**src/rtl/pc_pkg.sv**
```systemverilog
// Shared definitions for the program-counter sequencer.
// Holds the operation encodings driven onto pc_sequencer.op.
package pc_pkg;

  localparam int unsigned OpW = 3;

  typedef enum logic [OpW-1:0] {
    OpNext = 3'd0,
    OpBra  = 3'd1,
    OpBrc  = 3'd2,
    OpBrz  = 3'd3,
    OpJmp  = 3'd4,
    OpCall = 3'd5,
    OpRet  = 3'd6,
    OpHold = 3'd7
  } op_e;

endpackage

```
**src/rtl/ret_stack.sv**
```systemverilog
// LIFO return-address stack for pc_sequencer.
// Ports:
//   clk, reset   - clock and synchronous active-high reset (clears occupancy only)
//   push, pop    - push din / pop top entry; push ignored when full, pop ignored when empty
//   din          - address to push
//   dout         - current top-of-stack entry (undefined when empty)
//   full, empty  - occupancy status
//   count        - number of valid entries
module ret_stack #(
  parameter int unsigned ADDR_W      = 9,
  parameter int unsigned STACK_DEPTH = 4
) (
  input  logic                               clk,
  input  logic                               reset,
  input  logic                               push,
  input  logic                               pop,
  input  logic [ADDR_W-1:0]                  din,
  output logic [ADDR_W-1:0]                  dout,
  output logic                               full,
  output logic                               empty,
  output logic [$clog2(STACK_DEPTH+1)-1:0]   count
);

  localparam int unsigned CntW = $clog2(STACK_DEPTH + 1);
  localparam int unsigned PtrW = (STACK_DEPTH > 1) ? $clog2(STACK_DEPTH) : 1;

  logic [ADDR_W-1:0] mem_q [STACK_DEPTH];
  logic [CntW-1:0]   count_q, count_d;
  logic [CntW-1:0]   top_idx;
  logic              do_push, do_pop;

  assign full    = (count_q == CntW'(STACK_DEPTH));
  assign empty   = (count_q == '0);
  assign do_push = push && !full;
  assign do_pop  = pop && !empty && !push;
  assign top_idx = count_q - CntW'(1);
  assign dout    = mem_q[top_idx[PtrW-1:0]];
  assign count   = count_q;

  always_comb begin
    count_d = count_q;
    if (do_push) begin
      count_d = count_q + CntW'(1);
    end else if (do_pop) begin
      count_d = count_q - CntW'(1);
    end
  end

  always_ff @(posedge clk) begin
    if (reset) begin
      count_q <= '0;
    end else begin
      count_q <= count_d;
    end
  end

  // Storage is not reset; occupancy alone defines which entries are valid.
  always_ff @(posedge clk) begin
    if (do_push && !reset) begin
      mem_q[count_q[PtrW-1:0]] <= din;
    end
  end

endmodule

```
**src/rtl/pc_sequencer.sv**
```systemverilog
// Program-counter sequencer with relative/absolute branches and a return stack.
// Ports:
//   clk, reset        - clock and synchronous active-high reset
//   en                - step strobe; all state holds while low
//   op                - operation (pc_pkg::op_e encoding)
//   offset            - ones'-complement signed relative offset
//   target            - absolute jump target
//   flag_c, flag_z    - branch condition flags, sampled with op
//   pc                - registered program counter
//   taken             - registered; high after a step that redirected away from pc+1
//   depth             - return-stack occupancy
//   overflow          - sticky: CALL attempted on a full stack
//   underflow         - sticky: RET attempted on an empty stack
module pc_sequencer
  import pc_pkg::*;
#(
  parameter int unsigned ADDR_W      = 9,
  parameter int unsigned OFFSET_W    = 8,
  parameter int unsigned STACK_DEPTH = 4
) (
  input  logic                             clk,
  input  logic                             reset,
  input  logic                             en,
  input  logic [OpW-1:0]                   op,
  input  logic [OFFSET_W-1:0]              offset,
  input  logic [ADDR_W-1:0]                target,
  input  logic                             flag_c,
  input  logic                             flag_z,
  output logic [ADDR_W-1:0]                pc,
  output logic                             taken,
  output logic [$clog2(STACK_DEPTH+1)-1:0] depth,
  output logic                             overflow,
  output logic                             underflow
);

  logic [ADDR_W-1:0] pc_q, pc_d;
  logic              taken_q, taken_d;
  logic              overflow_q, overflow_d;
  logic              underflow_q, underflow_d;

  logic [ADDR_W-1:0] seq, rel, nxt;
  logic              push, pop;
  logic [ADDR_W-1:0] stk_dout;
  logic              stk_full, stk_empty;

  assign seq = pc_q + ADDR_W'(1);
  // Adding the sign bit back converts ones'-complement offsets to two's complement.
  assign rel = pc_q + ADDR_W'($signed(offset)) + ADDR_W'(offset[OFFSET_W-1]);

  always_comb begin
    pc_d        = pc_q;
    taken_d     = taken_q;
    overflow_d  = overflow_q;
    underflow_d = underflow_q;
    push        = 1'b0;
    pop         = 1'b0;
    nxt         = seq;
    if (en) begin
      case (op_e'(op))
        OpNext: nxt = seq;
        OpBra:  nxt = rel;
        OpBrc:  nxt = flag_c ? rel : seq;
        OpBrz:  nxt = flag_z ? rel : seq;
        OpJmp:  nxt = target;
        OpCall: begin
          nxt = rel;
          if (stk_full) begin
            overflow_d = 1'b1;
          end else begin
            push = 1'b1;
          end
        end
        OpRet: begin
          if (stk_empty) begin
            nxt         = seq;
            underflow_d = 1'b1;
          end else begin
            nxt = stk_dout;
            pop = 1'b1;
          end
        end
        OpHold: nxt = pc_q;
        default: nxt = seq;
      endcase
      pc_d    = nxt;
      // Redirect is judged by value: a branch landing on pc+1 is not "taken".
      taken_d = (op_e'(op) != OpHold) && (nxt != seq);
    end
  end

  always_ff @(posedge clk) begin
    if (reset) begin
      pc_q        <= '0;
      taken_q     <= 1'b0;
      overflow_q  <= 1'b0;
      underflow_q <= 1'b0;
    end else begin
      pc_q        <= pc_d;
      taken_q     <= taken_d;
      overflow_q  <= overflow_d;
      underflow_q <= underflow_d;
    end
  end

  ret_stack #(
    .ADDR_W      (ADDR_W),
    .STACK_DEPTH (STACK_DEPTH)
  ) u_ret_stack (
    .clk   (clk),
    .reset (reset),
    .push  (push && !reset),
    .pop   (pop && !reset),
    .din   (seq),
    .dout  (stk_dout),
    .full  (stk_full),
    .empty (stk_empty),
    .count (depth)
  );

  assign pc        = pc_q;
  assign taken     = taken_q;
  assign overflow  = overflow_q;
  assign underflow = underflow_q;

endmodule

```
**config.mk**
```make
export PLATFORM = sky130hd
export DESIGN_NAME = pc_sequencer
export DESIGN_NICKNAME = d
export VERILOG_FILES = /design/src/rtl/pc_pkg.sv /design/src/rtl/ret_stack.sv /design/src/rtl/pc_sequencer.sv
export SDC_FILE = /design/constraint.sdc
export NUM_CORES = 1
export LEC_CHECK = 0
export BUFFER_PORTS_ARGS = -buffer_cell sky130_fd_sc_hd__buf_2
export CAP_MARGIN = 0
export CORE_UTILIZATION = 53
export CTS_CLUSTER_DIAMETER = 150
export CTS_CLUSTER_SIZE = 20
export DETAILED_ROUTE_END_ITERATION = 8
export PLACE_DENSITY = 0.83
export SYNTH_ARGS = -nofsm -noshare
export SYNTH_HDL_FRONTEND = slang
export SYNTH_SLANG_ARGS = --single-unit
```
**constraint.sdc**
```tcl
create_clock -name clk -period 2.8 [get_ports clk]
set_clock_uncertainty 0.2 [all_clocks]
set_input_delay 0.56 -clock clk [delete_from_list [all_inputs] [get_ports clk]]
set_output_delay 0.56 -clock clk [all_outputs]
set_load 0.03 [all_outputs]
```
==> flow_summary.yaml, run 1 <==
global_routing:
  grt_max_degree: 17
  overflow: 0
  antenna_found_initial: 0
  grt_pass1_wl_um: 14150
  grt_usage: 0.2848
  grt_pass1_vias: 2807
min_path:
  hold_path_depth: 2
  hold_path.class: "reg2reg"
  min-delay-start: "overflow"
  hold_end: "overflow"
detailed_routing:
  post_drt_wl_per_cell_um: 20.26
  dr.pass1.iters: 5
  drcViolationCount: 0
  ant_nets: 0
  wl_um: 10030
  vias_per_cell: 6.475
  drtIter0Drc: 423
  vias: 3205
placed_design:
  dpl.hpwl_um: 6851
  dp_cells: 477
  portBuffers: 39
  place.gp.congestion: 0.9453
status:
  outcome: "finished with violations"
  violations: "setup timing"
logic_synthesis:
  synthesis.area_mm2: 0.003457
  ys.flop_type: "edfxtp_1"
  synth_fp_nets: 367
  ys_ff_latch: 51
  synthCells: 326
  synth.avg_cell_area_um2: 10.60
  synth_edf_count: 36
  seq_area_frac_synth: 0.3996
  yosysWarnings: 0
  synth.distinct_cells: 75
  async_flop_share: 0
critical_path:
  worst-path-max-fanout: 6
  regToRegStartpoint: "u_ret_stack.count[0]"
  r2r_slack_ns: -0.05
  worstSetupEndpointType: "flop"
  worstReg2RegEnd: "taken"
  cp.required_ns: 2.78
  cp.arrival_ns: 2.84
  r2r_cells: 10
  worstSetupStartpointType: "flop"
  crit_type: "reg2reg"
sta:
  setup_violations: 1
  max_freq_mhz: 350.5
  finalMaxSlewViolations: 0
  worstMarginPinSlew_ns: 0.6378
  layout_setup_ws_ns: -0.05277
  rsz0062_at_grt: "true"
  slew_headroom: 0.5710
  finalCritPeriodShare: 1.019
  fin_crit_ns: 2.853
  whs_ns: 0.2705
  finalHoldViolCount: 0
finish:
  syn2layout_area_growth_pct: 25.52
  drive_above_1_share: 0.3756
  fin_nets: 458
  n_antenna_cell: 0
  layout.cells.non_filler: 495
cts:
  ctsHtreeMaxLevel: 2
  cts_tree: "done"
  cts_buffers: 5
  cts_hold_buf: 0
  cts.clk_slew.worst_paths_ns: 0.09
  cts_root_buf: "clkbuf_8"
  clkLatencyLatePin_ns: 0.31
  clock_path_buffers: 2
  clock_sinks: 51
flow_run:
  drv_cap: 0
pwr:
  cellPowerDensity_mw_per_mm2: 430.1
  vdd_drop_max_mv: 0.2816
  power.leakage_nw: 1.767
floorplan:
  die_area_mm2: 0.006850
  initial_utilization: 0.5476
  fp.coreArea_mm2: 0.006314
  die_h_um: 82.77
  pin_count: 40
  fp.dieW_um: 82.77
  rows: 29
Yosys cell counts (all sizes together) (7+ instances only):
cell type | instances | area share
xnor2 | 8 | 0.020
edfxtp | 36 | 0.31
nor3 | 7 | 0.010
nand2b | 8 | 0.014
a21oi | 20 | 0.029
buf | 9 | 0.019
nor2 | 24 | 0.026
inv | 19 | 0.021
ha | 14 | 0.051
clkbuf | 9 | 0.018
dfxtp | 15 | 0.087
mux4 | 9 | 0.065
nand2 | 20 | 0.022
o21ai | 8 | 0.014
worst max path at each step:
stage / startpoint / slack [ns] / to / cells past startpoint
2_1_floorplan: offset[0] / 0.02 / taken / 10
3_3_place_gp: offset[0] / -0.24 / taken / 11
3_5_place_dp: offset[0] / -0.36 / taken / 11
4_1_cts: offset[7] / 0.03 / taken / 11
5_1_grt: offset[7] / -0.12 / taken / 11
6_report: u_ret_stack.count[0] / -0.05 / taken / 10
through the flow:
stage	worst slack, ns	total power, mW	instance area (um^2)	setup TNS, ns	utilization
after detailed placement	-0.3579	1.370	4033	-0.9393	0.6387
after CTS	0.02933	1.805	4130	0	0.6542
after global placement	-0.2408	1.356	4033	-0.5263	0.6387
after global routing	-0.1212	1.941	4339	-0.1243	0.6873
after floorplan	0.01531	1.189	3483	0	-
final	-0.05277	1.866	4339	-0.05277	0.6873
kinds of logic after synthesis:
kind of cell	after synthesis	share of synthesized area
AND/OR/NAND/NOR	108	0.1745
buffers and inverters	38	0.06334
adder cells (fa/ha/maj)	16	0.06225
flip-flops	51	0.3996
AO/OA/AOI/OAI	88	0.1925
XOR/XNOR	10	0.02534
multiplexers	15	0.08252
layer usage:
layer	vias up	part of all wire	track usage
met3	34	0.11	0.06044
met5	-	0	0
met2	216	0.46	0.4467
met1	1516	0.40	0.3877
li1	1439	-	-
met4	0	0.028	0.1017
worst max-delay path: stages (launching register included):
cell	delay [ns]
dfxtp_4	0.37
inv_2	0.05
ha_4	0.30
buf_4	0.13
mux4_1	0.32
a22o_1	0.32
a211oi_2	0.25
buf_4	0.15
o2111ai_1	0.10
nor4_1	0.39
a21oi_1	0.14
final cells by class:
type / instances / area (um^2)
inverter: 19 / 71.32
timing repair buffer: 103 / 688.2
tap: 77 / 96.34
sequential: 51 / 1388
clock inverter: 2 / 16.27
clock buffer: 6 / 72.57
fill: 451 / 1974
multi-input combinational: 237 / 2007
where the power goes:
group          internal (mW)  total, mW  leakage [nW]  switching (mW)
Clock                  0.180      0.439        0.0418           0.258
Sequential             0.829      0.844         0.452          0.0145
Combinational          0.264      0.584          1.27           0.320
Total                   1.27       1.87          1.77           0.593
flip-flops by register name, summed over array words and instances, names as in the netlist:
| signal | count |
|---|---|
| u_ret_stack.count | 3 |
| overflow | 1 |
| taken | 1 |
| pc | 9 |
| u_ret_stack.mem_q | 36 |
| underflow | 1 |
cell usage in the layout (no fill, tap or decap), drive strengths merged, types with 4 or more instances in the layout:
master / Yosys / routed
dfxtp: 15 / 15
nor3b: 4 / 4
nor3: 7 / 7
edfxtp: 36 / 36
and2: 6 / 6
nor2b: 5 / 5
and4: 5 / 5
or2: 6 / 6
mux2i: 6 / 6
nor2: 24 / 24
mux4: 9 / 9
a21oi: 20 / 20
clkbuf: 9 / 6
nand2: 20 / 20
ha: 14 / 14
a22o: 5 / 5
nand2b: 8 / 8
inv: 19 / 20
nand3: 5 / 5
xnor2: 8 / 8
buf: 9 / 103
a221oi: 4 / 4
o21ai: 8 / 8
a211oi: 5 / 5
what timing repair did:
action | 4_1_cts | 5_1_grt
pin swaps | 0 | 14
buffers inserted | 0 | 10
resized for setup | 2 | 29
setup endpoints to repair | 1 | 3
(Power assumes the default switching activity.)
==> run 2, diff against run 1 <==
Settings changed: BUFFER_PORTS_ARGS -buffer_cell sky130_fd_sc_hd__buf_2 to unset, CORE_UTILIZATION 53 to 57, DONT_BUFFER_PORTS set to 1, PLACE_DENSITY 0.83 to 0.79.
Clock period 2.8 ns to 3.3 ns, I/O delays scaled along.
==> flow_summary.yaml, run 2 (same netlist as run 1, synthesis figures left out) <==
status:
  outcome: "complete, no violations"
finish:
  final_cell_mix: "36 x edfxtp_1, 24 x nor2_1, 20 x nand2_1, 20 x a21oi_1, 19 x inv_1"
  n_antenna_cell: 0
  drive_above_1_share: 0.1333
  largest_reg_flops: 36
  fin_util: 0.6133
  layout_commonest_cell: "edfxtp_1"
  layout.cells.non_filler: 405
  fin_nets: 370
  syn2layout_area_growth_pct: 4.415
  final_area_mm2: 0.003610
sta:
  finalMaxSlewViolations: 0
  slew_headroom: 0.5485
  fin_crit_ns: 3.107
  worstMarginPinSlew_ns: 0.6712
  tns_ns: 0
  setup_violations: 0
  finalHoldViolCount: 0
  finalCritPeriodShare: 0.9414
  rsz0062_at_grt: "false"
  layout_setup_ws_ns: 0.1934
  max_freq_mhz: 321.9
  whs_ns: 0.1970
floorplan:
  fp.coreArea_mm2: 0.005886
  die_area_mm2: 0.006381
  pin_count: 40
  rows: 28
  initial_utilization: 0.5874
  die_h_um: 79.88
  fp.dieW_um: 79.88
detailed_routing:
  ant_nets: 0
  drcViolationCount: 0
  vias: 2703
  dr.pass1.iters: 6
  vias_per_cell: 6.674
  post_drt_wl_per_cell_um: 20.54
  drtIter0Drc: 339
  wl_um: 8318
cts:
  cts.clk_slew.worst_paths_ns: 0.10
  clkLatencyLatePin_ns: 0.32
  ctsResizeCount: 0
  cts_buffers: 5
  clock_path_buffers: 2
  cts_root_buf: "clkbuf_8"
  cts_hold_buf: 0
  post_cts_buffers: 0
  ctsHtreeMaxLevel: 2
  cts_tree: "done"
  clock_sinks: 51
placed_design:
  portBuffers: 0
  place.gp.congestion: 0.9267
  dp_cells: 397
  dpl_cell_area_mm2: 0.003516
  dpl.hpwl_um: 6102
  dp_slack_ns: 0.06152
flow_run:
  drv_cap: 0
pwr:
  vdd_drop_max_mv: 0.2307
  total_power_mw: 1.441
  power.leakage_nw: 1.327
  cellPowerDensity_mw_per_mm2: 399.1
global_routing:
  grt_max_degree: 30
  overflow: 0
  grt_usage: 0.2783
  antenna_found_initial: 0
  grt_pass1_vias: 2539
  grt_pass1_wl_um: 13050
critical_path:
  cp.arrival_ns: 3.11
  crit_type: "reg2reg"
  cp.required_ns: 3.30
  worstSetupStartpointType: "flop"
  worstSetupEndpointType: "flop"
  worst-path-max-fanout: 9
min_path:
  hold_path.class: "in2reg"
==> run 2: layer usage <==
layer  vias up  global-route usage  wire, um
met3        16             0.06514       822
met5         -                   0         0
met4         0              0.1000       138
li1       1262                   -         -
met1      1284              0.3809      3543
met2       141              0.4299      3814
==> run 2: worst max-delay path, stage by stage (launching register included) <==
cell	delay [ns]
dfxtp_1	0.32
inv_1	0.11
ha_1	0.22
ha_1	0.26
and4bb_2	0.35
a221oi_1	0.51
o41ai_1	0.11
a211oi_1	0.33
o2111ai_1	0.18
nor4_1	0.28
a21oi_1	0.10
==> run 2: path summary, 6_finish.rpt <==
path                        startpoint                    to  slack [ns]  cells after the start
hold reg to reg   u_ret_stack.count[0]  u_ret_stack.count[0]        0.41                      3
setup / recovery  u_ret_stack.count[0]                 taken        0.19                     10
hold / removal                   reset  u_ret_stack.count[1]        0.20                      1
setup reg to reg  u_ret_stack.count[0]                 taken        0.19                     10
==> run 2: cell type report <==
type | count | area, um^2
Fill cell | 508 | 2276
Multi-Input combinational cell | 237 | 1857
Clock inverter | 3 | 25.02
Timing Repair Buffer | 15 | 112.6
Tap cell | 75 | 93.84
Inverter | 19 | 71.32
Clock buffer | 5 | 68.82
Sequential cell | 51 | 1381
==> run 2: where the power goes <==
part	internal, mW	switching (mW)	total, mW
clock network	0.155	0.233	0.388
logic	0.138	0.189	0.327
registers	0.704	0.0221	0.726
==> run 3, diff against run 2 <==
Settings changed: ABC_AREA set to 1.
Clock period 3.3 ns to 3.1 ns, I/O delays scaled along.
==> flow_summary.yaml, run 3 <==
logic_synthesis:
  synth_top_family_by_area: "simple AND/OR/NAND/NOR gates"
  synth_edf_count: 36
  synth_xor_area_frac: 0.009699
  yosys-top-cells-count: "159 x nand2_1, 82 x inv_1, 60 x nand3_1, 46 x nor2_1, 36 x edfxtp_1"
  ys_ff_latch: 51
  synth_compound_area_frac: 0.07967
  muxShareOfSynthArea: 0
  synth_adder_area_share: 0.05958
  yosysWarnings: 0
  synth.most_common_cell: "nand2_1"
  async_flop_share: 0
  yosys.area_share.simple: 0.3564
  synth.distinct_cells: 35
  yosys-top-cells-area: "edfxtp_1 30%, nand2_1 17%, inv_1 8.5%"
  seq_area_frac_synth: 0.3824
  synth_fp_nets: 559
  synth_top_cell_by_area: "edfxtp_1"
  synth.avg_cell_area_um2: 6.973
  ys.flop_type: "edfxtp_1"
  synth_top_area_frac: 0.2993
  synthCells: 518
  synthesis.area_mm2: 0.003612
floorplan:
  fp.coreArea_mm2: 0.006026
  rows: 28
  die_area_mm2: 0.006659
  initial_utilization: 0.5995
  pin_count: 40
  fp.dieW_um: 81.61
  die_h_um: 81.61
cts:
  cts.clk_slew.worst_paths_ns: 0.09
  cts_buffers: 5
  clock_path_buffers: 2
  clock_sinks: 51
  cts_hold_buf: 0
  cts_tree: "done"
  clkLatencyLatePin_ns: 0.31
  ctsHtreeMaxLevel: 2
  post_cts_buffers: 0
  cts_root_buf: "clkbuf_8"
  ctsResizeCount: 0
placed_design:
  dpl.hpwl_um: 6784
  dp_slack_ns: 0.2598
  portBuffers: 0
  place.gp.congestion: 0.9579
critical_path:
  r2r_slack_ns: 0.47
  crit_path_top_delay_cell: "dfxtp_1"
  endpoint: "taken"
  worstSetupStartpointType: "flop"
  worstReg2RegEnd: "taken"
  worstSetupStartpoint: "u_ret_stack.count[2]"
  r2r_cells: 16
  crit_type: "reg2reg"
  worstSetupEndpointType: "flop"
  critPathMaxStageDelay_ns: 0.59
  worst-path-buf-inv: 1
  cp.arrival_ns: 2.65
  worst-path-max-fanout: 5
  path_depth: 16
  crit_chain: "inv_1, ha_1, nand4_1, nand2_2, nor2_2, nor2_1, nor2_1, nand2_1, nand2_1, nor2_1, nor2_1, nand2_1, nor2_1, nand2_1, nand2_1, a21oi_1"
  cp.required_ns: 3.11
  crit_family: "simple AND/OR/NAND/NOR gates"
  regToRegStartpoint: "u_ret_stack.count[2]"
global_routing:
  overflow: 0
  grt_pass1_vias: 2999
  grt_max_degree: 22
  grt_pass1_wl_um: 14340
  antenna_found_initial: 0
  grt_usage: 0.2944
pwr:
  internal-power_mw: 1.051
  swShare: 0.3178
  p_sw_mw: 0.4895
  comb_power_share: 0.229
  vdd_drop_max_mv: 0.2554
  power.leakage_nw: 1.834
  total_power_mw: 1.540
  pwr-share-clk: 0.265
  cellPowerDensity_mw_per_mm2: 402.4
  seqPwrFrac: 0.506
detailed_routing:
  wl_um: 8990
  dr.pass1.iters: 5
  vias_per_cell: 5.473
  vias: 3300
  ant_nets: 0
  drtIter0Drc: 228
  drcViolationCount: 0
  post_drt_wl_per_cell_um: 14.91
sta:
  finalHoldViolCount: 0
  layout_setup_ws_ns: 0.4654
  setup_violations: 0
  rsz0062_at_grt: "false"
  fin_crit_ns: 2.635
  worstMarginPinSlew_ns: 0.5927
  finalMaxSlewViolations: 0
  whs_ns: 0.1649
  slew_headroom: 0.6043
  tns_ns: 0
  max_freq_mhz: 379.6
  finalCritPeriodShare: 0.8499
finish:
  largest_reg_flops: 36
  seq_area_mm2: 0.001381
  final_cell_mix: "159 x nand2_1, 82 x inv_1, 60 x nand3_1, 46 x nor2_1, 36 x edfxtp_1"
  n_fill_cell: 529
  multi_input_area_mm2: 0.001826
  fin_util: 0.6352
  fin_nets: 568
  layout_commonest_cell: "nand2_1"
  n_antenna_cell: 0
  drive_above_1_share: 0.07386
  syn2layout_area_growth_pct: 5.958
flow_run:
  drv_cap: 0
status:
  outcome: "complete, no violations"
min_path:
  hold_path.class: "in2reg"
run 3: changes by cell type after synthesis, moves of 6 or more:
cell / before / now
nand2_1: 20 / 159
inv_1: 19 / 82
nand3_1: 4 / 60
nor2_1: 24 / 46
o21ai_0: 6 / 27
nand4_1: 1 / 11
nand2b_1: 8 / 0
mux2i_1: 6 / 0
mux4_1: 6 / 0
run 3: kinds of logic (layout without fill, tap and decap cells):
| family | Yosys count | after routing |
|---|---|---|
| simple gates | 294 | 294 |
| flops | 51 | 51 |
| buf+inv | 99 | 109 |
| xor+xnor | 4 | 4 |
| compound gates | 54 | 54 |
| fa+ha+maj | 16 | 16 |
run 3: per-layer routing:
metal / up-vias / share of wire / global-route usage
met4: 0 / 0.027 / 0.1140
met5: - / 0 / 0
met1: 1482 / 0.41 / 0.3661
li1: 1683 / - / -
met2: 114 / 0.49 / 0.5050
met3: 21 / 0.069 / 0.05444
run 3: power groups by stage:
stage,registers (mW),logic (mW),clock network [mW]
after global routing,0.781,0.400,0.434
after CTS,0.779,0.349,0.407
after global placement,0.794,0.341,0
after detailed placement,0.795,0.347,0
final,0.779,0.352,0.408
after floorplan,0.804,0.264,0
run 3: area by class of cell:
class                           instances  area share
Multi-Input combinational cell        368      0.4770
Sequential cell                        51      0.3609
Inverter                               88     0.08630
Timing Repair Buffer                   13     0.02550
Tap cell                               75     0.02452
Clock buffer                            6     0.02158
Clock inverter                          2    0.004250
run 3: worst min path at each step:
| stage | slack [ns] | from | depth (start not counted) | to |
|---|---|---|---|---|
| floorplan | 0.39 | taken | 2 | taken |
| global placement | 0.41 | pc[6] | 2 | pc[6] |
| detailed placement | 0.41 | taken | 2 | taken |
| CTS | 0.17 | reset | 1 | u_ret_stack.count[1] |
| global route | 0.16 | reset | 1 | u_ret_stack.count[1] |
| finish | 0.16 | reset | 1 | taken |
run 3: metrics by stage:
stage                     instance area, um^2  std cells
final                                    3827        603
after global routing                     3827        603
after CTS                                3827        603
after detailed placement                 3729        595
after global placement                   3729        595
after floorplan                          3612        518
